File: config.mk
export PLATFORM = sky130hd
export DESIGN_NAME = shift_sequencer_flat
export DESIGN_NICKNAME = d
export VERILOG_FILES = /design/src/rtl/shift_sequencer_if.sv /design/src/rtl/shift_sequencer.sv /design/src/flat_wrapper.sv
export SDC_FILE = /design/constraint.sdc
export NUM_CORES = 1
export LEC_CHECK = 0
export CAP_MARGIN = 15
export CORE_MARGIN = 3
export CORE_UTILIZATION = 35
export DETAILED_ROUTE_END_ITERATION = 10
export GPL_ROUTABILITY_DRIVEN = 0
export PLACE_DENSITY = 0.66
export SLEW_MARGIN = 20
export SYNTH_ARGS = -nofsm -noshare
export SYNTH_HDL_FRONTEND = slang
export SYNTH_SLANG_ARGS = --single-unit
File: constraint.sdc
create_clock -name clk -period 1.9 [get_ports clk]
set_clock_uncertainty 0.15 [all_clocks]
set_input_delay 0.19 -clock clk [delete_from_list [all_inputs] [get_ports clk]]
set_output_delay 0.19 -clock clk [all_outputs]
set_load 0.01 [all_outputs]
File: src/rtl/shift_sequencer_if.sv
// Bus between the shift sequencer, its requester and the ALU's 1-bit shifter unit.
// The master is the environment (requester plus shifter); the slave is the sequencer.
interface shift_sequencer_if #(
  parameter int unsigned WIDTH = 16,
  parameter int unsigned CNT_W = 4
);
  logic             start;
  logic [1:0]       mode;
  logic [WIDTH-1:0] data_in;
  logic [CNT_W-1:0] amount;
  logic             ready;
  logic [WIDTH-1:0] sh_x;
  logic [2:0]       sh_en;
  logic [WIDTH-1:0] sh_out;
  logic [WIDTH-1:0] result;
  logic             done;

  modport master (
    output start, mode, data_in, amount, sh_out,
    input  ready, sh_x, sh_en, result, done
  );

  modport slave (
    input  start, mode, data_in, amount, sh_out,
    output ready, sh_x, sh_en, result, done
  );
endinterface

File: src/rtl/shift_sequencer.sv
// Multi-bit SLL/SRL/SRA controller that iterates the ALU's single-bit shifter,
// one step per cycle, and presents the final value with a one-cycle done pulse.
module shift_sequencer #(
  parameter int unsigned WIDTH = 16,
  parameter int unsigned CNT_W = 4
) (
  input logic            clk,
  input logic            rst,
  shift_sequencer_if.slave bus
);

  typedef enum logic [1:0] {
    IDLE  = 2'd0,
    SHIFT = 2'd1,
    DONE  = 2'd2
  } state_t;

  state_t           state;
  state_t           state_nx;
  logic [WIDTH-1:0] acc;
  logic [WIDTH-1:0] result_q;
  logic [CNT_W-1:0] count;
  logic [1:0]       mode_q;
  logic             done_q;

  logic             accept;
  logic [CNT_W-1:0] load_cnt;
  logic             last_step;

  assign accept    = (state == IDLE) && bus.start;
  // Pass-through loads a zero count so it goes straight to DONE with no shifter activity.
  assign load_cnt  = (bus.mode == 2'b11) ? '0 : bus.amount;
  assign last_step = (state == SHIFT) && (count == CNT_W'(1));

  always_ff @(posedge clk or posedge rst) begin
    if (rst) begin
      state <= IDLE;
    end else begin
      state <= state_nx;
    end
  end

  always_comb begin
    state_nx = state;
    case (state)
      IDLE:    if (accept) state_nx = (load_cnt != '0) ? SHIFT : DONE;
      SHIFT:   if (last_step) state_nx = DONE;
      DONE:    state_nx = IDLE;
      default: state_nx = IDLE;
    endcase
  end

  always_comb begin
    bus.ready = (state == IDLE);
    bus.sh_en = 3'b000;
    if (state == SHIFT) begin
      case (mode_q)
        2'b00:   bus.sh_en = 3'b001;
        2'b01:   bus.sh_en = 3'b010;
        2'b10:   bus.sh_en = 3'b011;
        default: bus.sh_en = 3'b000;
      endcase
    end
  end

  always_ff @(posedge clk or posedge rst) begin
    if (rst) begin
      acc      <= '0;
      count    <= '0;
      mode_q   <= '0;
      result_q <= '0;
      done_q   <= 1'b0;
    end else begin
      done_q <= (state_nx == DONE);
      if (accept) begin
        acc    <= bus.data_in;
        mode_q <= bus.mode;
        count  <= load_cnt;
        // Zero-count requests complete at acceptance, so the operand is the result.
        if (load_cnt == '0) result_q <= bus.data_in;
      end else if (state == SHIFT) begin
        acc   <= bus.sh_out;
        count <= count - CNT_W'(1);
        if (last_step) result_q <= bus.sh_out;
      end
    end
  end

  assign bus.sh_x   = acc;
  assign bus.result = result_q;
  assign bus.done   = done_q;

endmodule

File: src/flat_wrapper.sv
// flat-port wrapper written by rule: the top's interface ports become plain ports
module shift_sequencer_flat 
#(
  parameter int unsigned WIDTH = 16,
  parameter int unsigned CNT_W = 4
)
  (clk, rst, bus_start, bus_mode, bus_data_in, bus_amount, bus_sh_out, bus_ready, bus_sh_x, bus_sh_en, bus_result, bus_done);
  shift_sequencer_if #(.WIDTH(WIDTH), .CNT_W(CNT_W)) bus_i ();
  input logic clk;
  input logic rst;
  input wire logic [$bits(bus_i.start)-1:0] bus_start;
  input wire logic [$bits(bus_i.mode)-1:0] bus_mode;
  input wire logic [$bits(bus_i.data_in)-1:0] bus_data_in;
  input wire logic [$bits(bus_i.amount)-1:0] bus_amount;
  input wire logic [$bits(bus_i.sh_out)-1:0] bus_sh_out;
  output wire logic [$bits(bus_i.ready)-1:0] bus_ready;
  output wire logic [$bits(bus_i.sh_x)-1:0] bus_sh_x;
  output wire logic [$bits(bus_i.sh_en)-1:0] bus_sh_en;
  output wire logic [$bits(bus_i.result)-1:0] bus_result;
  output wire logic [$bits(bus_i.done)-1:0] bus_done;
  assign bus_i.start = bus_start;
  assign bus_i.mode = bus_mode;
  assign bus_i.data_in = bus_data_in;
  assign bus_i.amount = bus_amount;
  assign bus_i.sh_out = bus_sh_out;
  assign bus_ready = bus_i.ready;
  assign bus_sh_x = bus_i.sh_x;
  assign bus_sh_en = bus_i.sh_en;
  assign bus_result = bus_i.result;
  assign bus_done = bus_i.done;
  shift_sequencer #(.WIDTH(WIDTH), .CNT_W(CNT_W)) u_core (.clk(clk), .rst(rst), .bus(bus_i));
endmodule
==> results.md, run 1 <==
* Areal power density over the cells at 1620 nW/um^2
* Mapped Cells at 218
* CP Class: reg2out
* Hold endpoint: u_core.bus.sh_x[1]
* Number of H-tree branching levels at 2
* FP Rows at 26
* Internal power at 3.03 mW
* Launching element type of the critical path: register
* Most numerous cell types in the synthesized netlist: sky130_fd_sc_hd__nand2_1, sky130_fd_sc_hd__dfrtp_1, sky130_fd_sc_hd__nor2_1
* Placed insts at 361
* Sequential cell area fraction in the yosys report at 0.512
* First-pass GRT wire length at 8740 um
* Worst setup slack before clock tree synthesis at -308 ps
* Sw Share at 0.382
* Synth area leader: sky130_fd_sc_hd__dfrtp_1
* Grt ovf at 0
* Max Clock Freq at 559 MHz
* Boundary pin count at 78
* Die Ht at 81.7 um
* Area of the core at 5300 um^2
* Biggest fanout along the worst timing path at 5
* Crit path capture type: primary output
* DR pass1 iterations at 4
* Final HPWL from detailed placement at 3870 um
* Worst-case vdd ir drop at 0.694 mV
* Relative area change from synthesis to final layout at 51.5%
* Number of flops mapped to enable cells by yosys at 0
* Async SR Flop Fraction at 1.00
* Maximum number of pins on one net before global-route repair at 35
* Number of sinks driven by the clock tree at 41
* Fin crit period at 1790 ps
* Most used standard cell by instance count after synthesis: sky130_fd_sc_hd__nand2_1
* Final-report max-slew violation count at 0
* Clock tree from TritonCTS: done
* Slew HR at 0.569
* # nets final at 346
* Clk pin slew, worst setup/hold paths at 80 ps
* Portion of synthesized cell area occupied by the leading cell type at 0.512
* Leading cell types by total area after synthesis: sky130_fd_sc_hd__dfrtp_1, sky130_fd_sc_hd__nand2_1, sky130_fd_sc_hd__a31oi_1
* Residual DRC at 0
* Sequential fraction of design power at 0.328
* Post-route ant nets at 0
* R2r endpoint: u_core.bus.result[11]
* Top_reg_cell synth: sky130_fd_sc_hd__dfrtp_1
* Synthesis Warnings at 0
* Clock latency on the worst-skew pair at 290 ps
* Total track usage at 0.171
* Final period utilization at 0.941
* Worst-Margin Slew at 644 ps
* Net count after synthesis at 263
* Syn Area/Cell at 9.19 um^2
* Via density per instance at 5.01
* Summed instance area of the synthesized netlist at 2000 um^2
* Number of clock buffers inserted by TritonCTS at 5
* Tightest Hold Check Type: in2reg
* Count of maximum capacitance violations at 0
* Layout cell share with drive strength beyond 1 at 0.162
* Total of buffers placed on input and output ports at 76
* Number of distinct library cells after synthesis at 33
* Final setup margin at 112 ps
* Startpoint of the worst register-to-register path: u_core.state[1]
* Die width at 81.7 um
* Total detailed-routing wirelength at 5720 um
* Number of cells on the worst reg-to-reg path at 6
* Critical hold path startpoint: bus_sh_out[1]
* Clock group share of total power at 0.127
* Run status: completed
* Via total after detailed routing at 1862
* Setup slack of the worst register-to-register path at 140 ps
* Setup repair after global routing missed its margin: no
* CTS Buffer Depth at 2
* Vias in the first global route at 1840
* Setup tns final at 0 ps
* Final hold vios at 0
* Number of register bits inferred by synthesis at 41
* Total leakage power at 1.26 nW
* Iteration-0 DRC count of the detailed router at 135
* CTS root buffer: sky130_fd_sc_hd__clkbuf_8
* DIE AREA at 6670 um^2
* Data required time at the worst endpoint at 1560 ps
* Cell Count, Final, Fillers Out at 372
* Comb power frac at 0.544
* N_diodes at 0
* Power spent charging and discharging nets at 1.87 mW
* Critical Path AT at 1450 ps
* Number of cells traversed by the worst hold path at 3
* Final routed wire length divided by cell count at 15.4 um
* Antenna violations before repair at 0
* Initial core utilization at 0.378
* Number of setup violations in the final report at 0
-- registers in the layout, summed over array words and instances (netlist names) --
register and cells:
u_core.bus.sh_x 16, u_core.state 2, u_core.bus.done 1, u_core.bus.result 16, u_core.count 4, u_core.mode_q 2
-- power groups by stage --
stage,sequential (mW),combinational [mW],clock [mW]
3_3_place_gp,1.62,2.58,0
4_1_cts,1.60,2.66,0.638
2_1_floorplan,1.74,1.24,0
5_1_grt,1.66,2.94,0.687
6_report,1.61,2.67,0.625
3_5_place_dp,1.60,2.64,0
-- what timing repair did --
action | in CTS | in global routing
hold endpoints to repair | 5 | 0
buffers inserted | 1 | 0
setup endpoints to repair | 15 | 17
hold buffers | 1 | 0
cloned | 0 | 1
resized for setup | 3 | 5
pin swaps | 1 | 1
-- worst max-delay path, cell delays in order (launching register included) --
cell and delay (ps):
sky130_fd_sc_hd__dfrtp_2 460, sky130_fd_sc_hd__nor2_2 150, sky130_fd_sc_hd__clkdlybuf4s50_1 550
-- cell families (layout without fill, tap and decap cells) --
kind of cell / count (synthesis) / count (layout) / synth area share
flops: 41 / 41 / 0.512
xor+xnor: 2 / 2 / 0.00875
buf+inv: 20 / 103 / 0.0518
simple gates: 93 / 93 / 0.212
other cells: 1 / 1 / 0.00187
fa+ha+maj: 4 / 4 / 0.0250
mux: 1 / 1 / 0.00500
compound gates: 56 / 57 / 0.184
-- worst max-delay path by stage --
stage	from	endpoint	slack, ps	depth (start not counted)
2_1_floorplan	u_core.state[1]	u_core.bus.result[0]	430	5
3_3_place_gp	bus_mode[1]	u_core.bus.result[1]	-240	5
3_5_place_dp	bus_mode[1]	u_core.bus.result[14]	-310	5
4_1_cts	bus_mode[1]	u_core.bus.result[14]	6	5
5_1_grt	u_core.state[0]	bus_ready	20	2
6_report	u_core.state[0]	bus_ready	110	2
-- layout make-up --
| cell class | count | area, um^2 |
|---|---|---|
| clock buffer | 7 | 96.3 |
| sequential | 41 | 1030 |
| clock inverter | 1 | 5.00 |
| multi-input combinational | 158 | 922 |
| timing repair buffer | 90 | 878 |
| inverter | 5 | 18.8 |
| fill | 479 | 2270 |
| tap | 70 | 87.6 |
-- metal layers --
metal | GRT usage | vias up | wire, um
met3 | 0.0625 | 5 | 496
met5 | 0 | - | 0
met4 | 0.0299 | 0 | 36
met1 | 0.233 | 882 | 2630
li1 | - | 909 | -
met2 | 0.265 | 66 | 2560
-- through the flow --
step	power [mW]	util	hold slack [ps]	area (um^2)
floorplan	2.98	-	157	2000
global placement	4.20	0.542	322	2880
detailed placement	4.25	0.542	316	2880
CTS	4.90	0.566	333	3000
global route	5.29	0.572	332	3040
finish	4.90	0.572	333	3040
-- placed cells by master (no fill, tap or decap), drive strengths merged, types with 2 or more instances in the layout --
cell	count
clkinv	2
clkdlybuf4s50	74
clkbuf	7
nand3	6
dfrtp	41
inv	4
o21ai	7
nor2	36
ha	4
a21oi	16
o22ai	16
buf	13
nand2	42
dlygate4sd2	2
a31oi	16
and2	2
Power figures use the tool's default switching activity.
==> run 2: changes to the inputs <==
- REMOVE_ABC_BUFFERS: unset -> 1
==> results.md, run 2 (synthesis results as in run 1) <==
* Run status: completed
* Critical Path AT at 1410 ps (-40 ps)
* Post-route ant nets at 0 (unchanged)
* List of cells traversed by the critical path: and2b_4 -> and2_1 -> dlygate4sd2_1
* Number of clock buffers inserted by TritonCTS at 5 (unchanged)
* First-pass GRT wire length at 9440 um (+8.0%)
* Total track usage at 0.188 (+0.0166)
* Met3 Wirelength at 413 um (-17%)
* # nets final at 346 (unchanged)
* Antenna violations before repair at 0 (unchanged)
* Data required time at the worst endpoint at 1560 ps (about the same)
* Die Ht at 81.7 um (unchanged)
* Maximum number of pins on one net before global-route repair at 27 (-23%)
* Total detailed-routing wirelength at 5780 um (+0.94%)
* Count of maximum capacitance violations at 0 (unchanged)
* Final hold vios at 0 (unchanged)
* Most frequent standard cell in the layout excluding fill and tap cells: sky130_fd_sc_hd__clkdlybuf4s50_1
* Critical-path cell with the highest stage delay: sky130_fd_sc_hd__dfrtp_1
* Iteration-0 DRC count of the detailed router at 89 (-34%)
* Grt ovf at 0 (unchanged)
* Worst-Margin Slew at 628 ps (-15.9 ps)
* Biggest fanout along the worst timing path at 5 (unchanged)
* CTS root buffer: sky130_fd_sc_hd__clkbuf_8
* Crit path capture type: primary output
* Setup repair after global routing missed its margin: no
* Final HPWL from detailed placement at 4060 um (+5.0%)
* Layout cell share with drive strength beyond 1 at 0.159 (-0.00331)
* Launching element type of the critical path: register
* Area of the core at 5300 um^2 (unchanged)
* M1 wire length at 2460 um (-6.3%)
* Areal power density over the cells at 1630 nW/um^2 (+0.95%)
* Max Clock Freq at 572 MHz (+2.2%)
* Vias in the first global route at 1918 (+4.2%)
* Commonest cells after routing, fill and taps aside: sky130_fd_sc_hd__clkdlybuf4s50_1, sky130_fd_sc_hd__nand2_1, sky130_fd_sc_hd__dfrtp_1, sky130_fd_sc_hd__nor2_1
* Clk pin slew, worst setup/hold paths at 70 ps (about the same)
* CTS Buffer Depth at 2 (unchanged)
* CP Class: reg2out
* Total leakage power at 1.28 nW (+1.4%)
* Total of buffers placed on input and output ports at 76 (unchanged)
* Fin crit period at 1750 ps (-38.2 ps)
* Number of H-tree branching levels at 2 (unchanged)
* Relative area change from synthesis to final layout at 51.7% (about the same)
* Final period utilization at 0.921 (-0.0201)
* Setup slack of the worst register-to-register path at 190 ps (+50 ps)
* Via density per instance at 4.99 (-0.27%)
* Cell Count, Final, Fillers Out at 372 (unchanged)
* Via total after detailed routing at 1857 (-0.27%)
* Final routed wire length divided by cell count at 15.5 um (+0.94%)
* Setup tns final at 0 ps (unchanged)
* Final-report max-slew violation count at 0 (unchanged)
* DIE AREA at 6670 um^2 (unchanged)
* Initial core utilization at 0.378 (unchanged)
* Worst-case vdd ir drop at 0.734 mV (+5.8%)
* Clock tree from TritonCTS: done
* Clock latency on the worst-skew pair at 290 ps (about the same)
* DR pass1 iterations at 5 (+1)
* Boundary pin count at 78 (unchanged)
* Placed insts at 362 (+0.28%)
* Tightest Hold Check Type: in2async
* Highest cell delay on the worst timing path at 470 ps (-80 ps)
* Number of sinks driven by the clock tree at 41 (unchanged)
* Residual DRC at 0 (unchanged)
* Slew HR at 0.579 (+0.0106)
* Total length of routed met2 wires at 2860 um (+12%)
* Hold Worst Slack at 49.2 ps (-284 ps)
* Die width at 81.7 um (unchanged)
* N_diodes at 0 (unchanged)
* Highest metal layer with signal wires: met4
* Number of setup violations in the final report at 0 (unchanged)
* FP Rows at 26 (unchanged)
==> run 2: cell count changes in the layout (fill, tap and decap cells not counted), sizes merged <==
cell | before | now
clkdlybuf4s50 | 74 | 73
dlymetal6s2s | 0 | 1
buf | 13 | 14
bufinv | 0 | 1
dlygate4sd3 | 1 | 0
inv | 4 | 5
clkinv | 2 | 0
==> run 2: repair_timing <==
action | 4_1_cts | 5_1_grt
pin swaps | 1 | 0
endpoints found under the setup margin | 14 | 17
hold buffers | 0 | 0
gates resized for setup | 2 | 4
gates cloned | 1 | 0
buffers inserted | 1 | 0
==> run 2: final cells by class <==
type	instances	area [um^2]
clock buffers	7	86.3
multi-input cells	158	911
fillers	494	2260
well taps	70	87.6
flip-flops and latches	41	1030
repair buffers	90	878
inverters	5	18.8
clock inverters	1	30.0
==> run 2: per-stage QoR <==
step	setup slack (ps)	util	total power [mW]	instance area (um^2)
after floorplan	-50.8	-	2.90	1920
after global placement	-291	0.544	4.20	2880
after detailed placement	-339	0.544	4.26	2880
after CTS	5.57	0.568	5.00	3010
after global routing	62.6	0.573	5.33	3040
final	150	0.573	4.95	3040
==> run 2: layer usage <==
metal	global-route usage	vias to the layer above
met5	0	-
li1	-	914
met3	0.0461	2
met4	0.0648	0
met1	0.231	880
met2	0.320	61
==> run 2: worst max-delay path, delay by kind of cell, from the launching register on <==
| kind | cells | cell delay (ps) |
|---|---|---|
| flops | 1 | 470 |
| simple gates | 2 | 380 |
| buf+inv | 1 | 270 |
==> run 2: where the power goes <==
group | internal [mW] | switching, mW
clock | 0.428 | 0.292
combinational | 1.36 | 1.27
sequential | 1.32 | 0.291
==> run 2: final timing paths <==
path,start,depth (start not counted),endpoint
min,rst,2,u_core.bus.sh_x[3]
max,u_core.state[0],3,bus_sh_en[1]
min in group clk,bus_sh_out[6],3,u_core.bus.sh_x[6]
min reg2reg,u_core.bus.sh_x[14],2,u_core.bus.sh_x[14]
max in group asynchronous,rst,3,u_core.bus.result[12]
max reg2reg,u_core.state[0],6,u_core.bus.result[12]
==> run 3: changes to the inputs <==
- CORE_UTILIZATION: 35 -> 42
- PLACE_DENSITY: 0.66 -> 0.77
==> results.md, run 3 (synthesis results as in run 1) <==
* Total leakage power at 1.27 nW (-0.65%)
* Count of maximum capacitance violations at 0 (unchanged)
* Residual DRC at 0 (unchanged)
* Launching element type of the critical path: input pin
* Final-report max-slew violation count at 0 (unchanged)
* Number of setup violations in the final report at 0 (unchanged)
* # nets final at 348 (+0.58%)
* Number of clock buffers inserted by TritonCTS at 5 (unchanged)
* Final HPWL from detailed placement at 4050 um (-0.30%)
* Critical Path Sink: u_core.bus.result[12]
* Crit path capture type: register
* Worst-Margin Slew at 880 ps (+251 ps)
* Hold-fix buffer count after cts at 0 (unchanged)
* CTS root buffer: sky130_fd_sc_hd__clkbuf_8
* Slew HR at 0.413 (-0.166)
* Via total after detailed routing at 1905 (+2.6%)
* Area of the core at 4470 um^2 (-16%)
* Fin crit period at 1840 ps (+89.4 ps)
* Max Clock Freq at 544 MHz (-4.9%)
* Layout cell share with drive strength beyond 1 at 0.161 (+0.00224)
* Clock latency on the worst-skew pair at 290 ps (about the same)
* Post-Route Utilization at 0.665 (+0.0921)
* Maximum number of pins on one net before global-route repair at 33 (+22%)
* Final instance area at 2980 um^2 (-2.1%)
* Critical Path AT at 1910 ps (+500 ps)
* Initial core utilization at 0.448 (+0.0699)
* Clk pin slew, worst setup/hold paths at 80 ps (about the same)
* Final setup margin at 60.9 ps (-89.4 ps)
* Hold Worst Slack at 83.1 ps (+33.8 ps)
* Areal power density over the cells at 1610 nW/um^2 (-1.5%)
* Number of cells on the worst reg-to-reg path at 5 (-1)
* Die width at 75.1 um (-8.1%)
* Boundary pin count at 78 (unchanged)
* N_diodes at 0 (unchanged)
* R2r endpoint: u_core.bus.result[12]
* Relative area change from synthesis to final layout at 48.5%
* Worst setup slack before clock tree synthesis at -276 ps (+63.4 ps)
* CP Class: in2reg
* First-pass GRT wire length at 8620 um (-8.7%)
* Biggest fanout along the worst timing path at 16 (+11)
* DR pass1 iterations at 4 (-1)
* Clock tree from TritonCTS: done
* Total track usage at 0.201 (+0.0133)
* Die Ht at 75.1 um (-8.1%)
* Run status: completed
* Grt ovf at 0 (unchanged)
* Total of buffers placed on input and output ports at 76 (unchanged)
* Iteration-0 DRC count of the detailed router at 122 (+37%)
* Antenna violations before repair at 0 (unchanged)
* Data required time at the worst endpoint at 1970 ps (+410 ps)
* Most frequent standard cell in the layout excluding fill and tap cells: sky130_fd_sc_hd__clkdlybuf4s50_1
* Final hold vios at 0 (unchanged)
* Worst-case vdd ir drop at 0.817 mV (+11%)
* Cell Area, Placed at 2870 um^2 (-0.52%)
* Setup repair after global routing missed its margin: yes
* Via density per instance at 5.35 (+7.2%)
* Commonest cells after routing, fill and taps aside: sky130_fd_sc_hd__clkdlybuf4s50_1, sky130_fd_sc_hd__nand2_1, sky130_fd_sc_hd__dfrtp_1, sky130_fd_sc_hd__nor2_1
* CTS Buffer Depth at 2 (unchanged)
* Total detailed-routing wirelength at 5610 um (-2.8%)
* FP Rows at 24 (-7.7%)
* Tightest Hold Check Type: in2async
* Final routed wire length divided by cell count at 15.8 um (+1.6%)
* Post-route ant nets at 0 (unchanged)
* Number of sinks driven by the clock tree at 41 (unchanged)
* Setup slack of the worst register-to-register path at 90 ps (-100 ps)
* Number of H-tree branching levels at 2 (unchanged)
* Crit. Startpoint: bus_amount[2]
* Final period utilization at 0.968 (+0.0470)
* Startpoint of the worst register-to-register path: u_core.state[1]
* DIE AREA at 5630 um^2 (-15%)
* Vias in the first global route at 1884 (-1.8%)
-- run 3: power by group --
part           internal [mW]  leakage (nW)  switching [mW]
Sequential              1.32         0.475           0.297
Clock                  0.255        0.0450           0.288
Combinational           1.36         0.754            1.26
Total                   2.93          1.27            1.85
-- run 3: critical path, stage by stage --
cell and delay [ps]:
sky130_fd_sc_hd__clkdlybuf4s50_1 490, sky130_fd_sc_hd__nor4_2 50, sky130_fd_sc_hd__buf_4 150, sky130_fd_sc_hd__o21ai_2 700
sky130_fd_sc_hd__o22ai_1 180, sky130_fd_sc_hd__a21oi_1 150
-- run 3: per-layer routing --
metal  track usage  part of all wire
met1         0.256              0.43
met2         0.345              0.51
met3        0.0494             0.052
met4        0.0435            0.0073
met5             0                 0
-- run 3: worst min-delay path by stage --
stage	start	to
after floorplan	bus_mode[0]	u_core.mode_q[0]
after global placement	u_core.count[3]	u_core.count[3]
after detailed placement	u_core.bus.sh_x[15]	u_core.bus.sh_x[15]
after CTS	rst	u_core.bus.sh_x[12]
after global routing	rst	u_core.bus.result[11]
final	rst	u_core.bus.sh_x[12]
-- run 3: stage by stage --
stage / setup TNS [ps] / power, mW / instances
finish: 0 / 4.78 / 356
global route: -3.61 / 5.11 / 356
detailed placement: -4100 / 4.25 / 345
CTS: 0 / 4.80 / 355
floorplan: -708 / 2.90 / 203
global placement: -3210 / 4.18 / 345
-- run 3: cell type report --
class                   count  area [um^2]
clock inverters             2         10.0
fillers                   363         1500
flip-flops and latches     41         1030
multi-input cells         158          890
clock buffers               6         72.6
well taps                  52         65.1
repair buffers             92          893
inverters                   5         18.8
-- run 3: timing repair --
| item | CTS | global route |
|---|---|---|
| pin swaps | 0 | 1 |
| cloned | 0 | 1 |
| resized for setup | 2 | 1 |
| hold endpoints to repair | 0 | 0 |
| endpoints found under the setup margin | 2 | 17 |
| setup buffers | 2 | 0 |
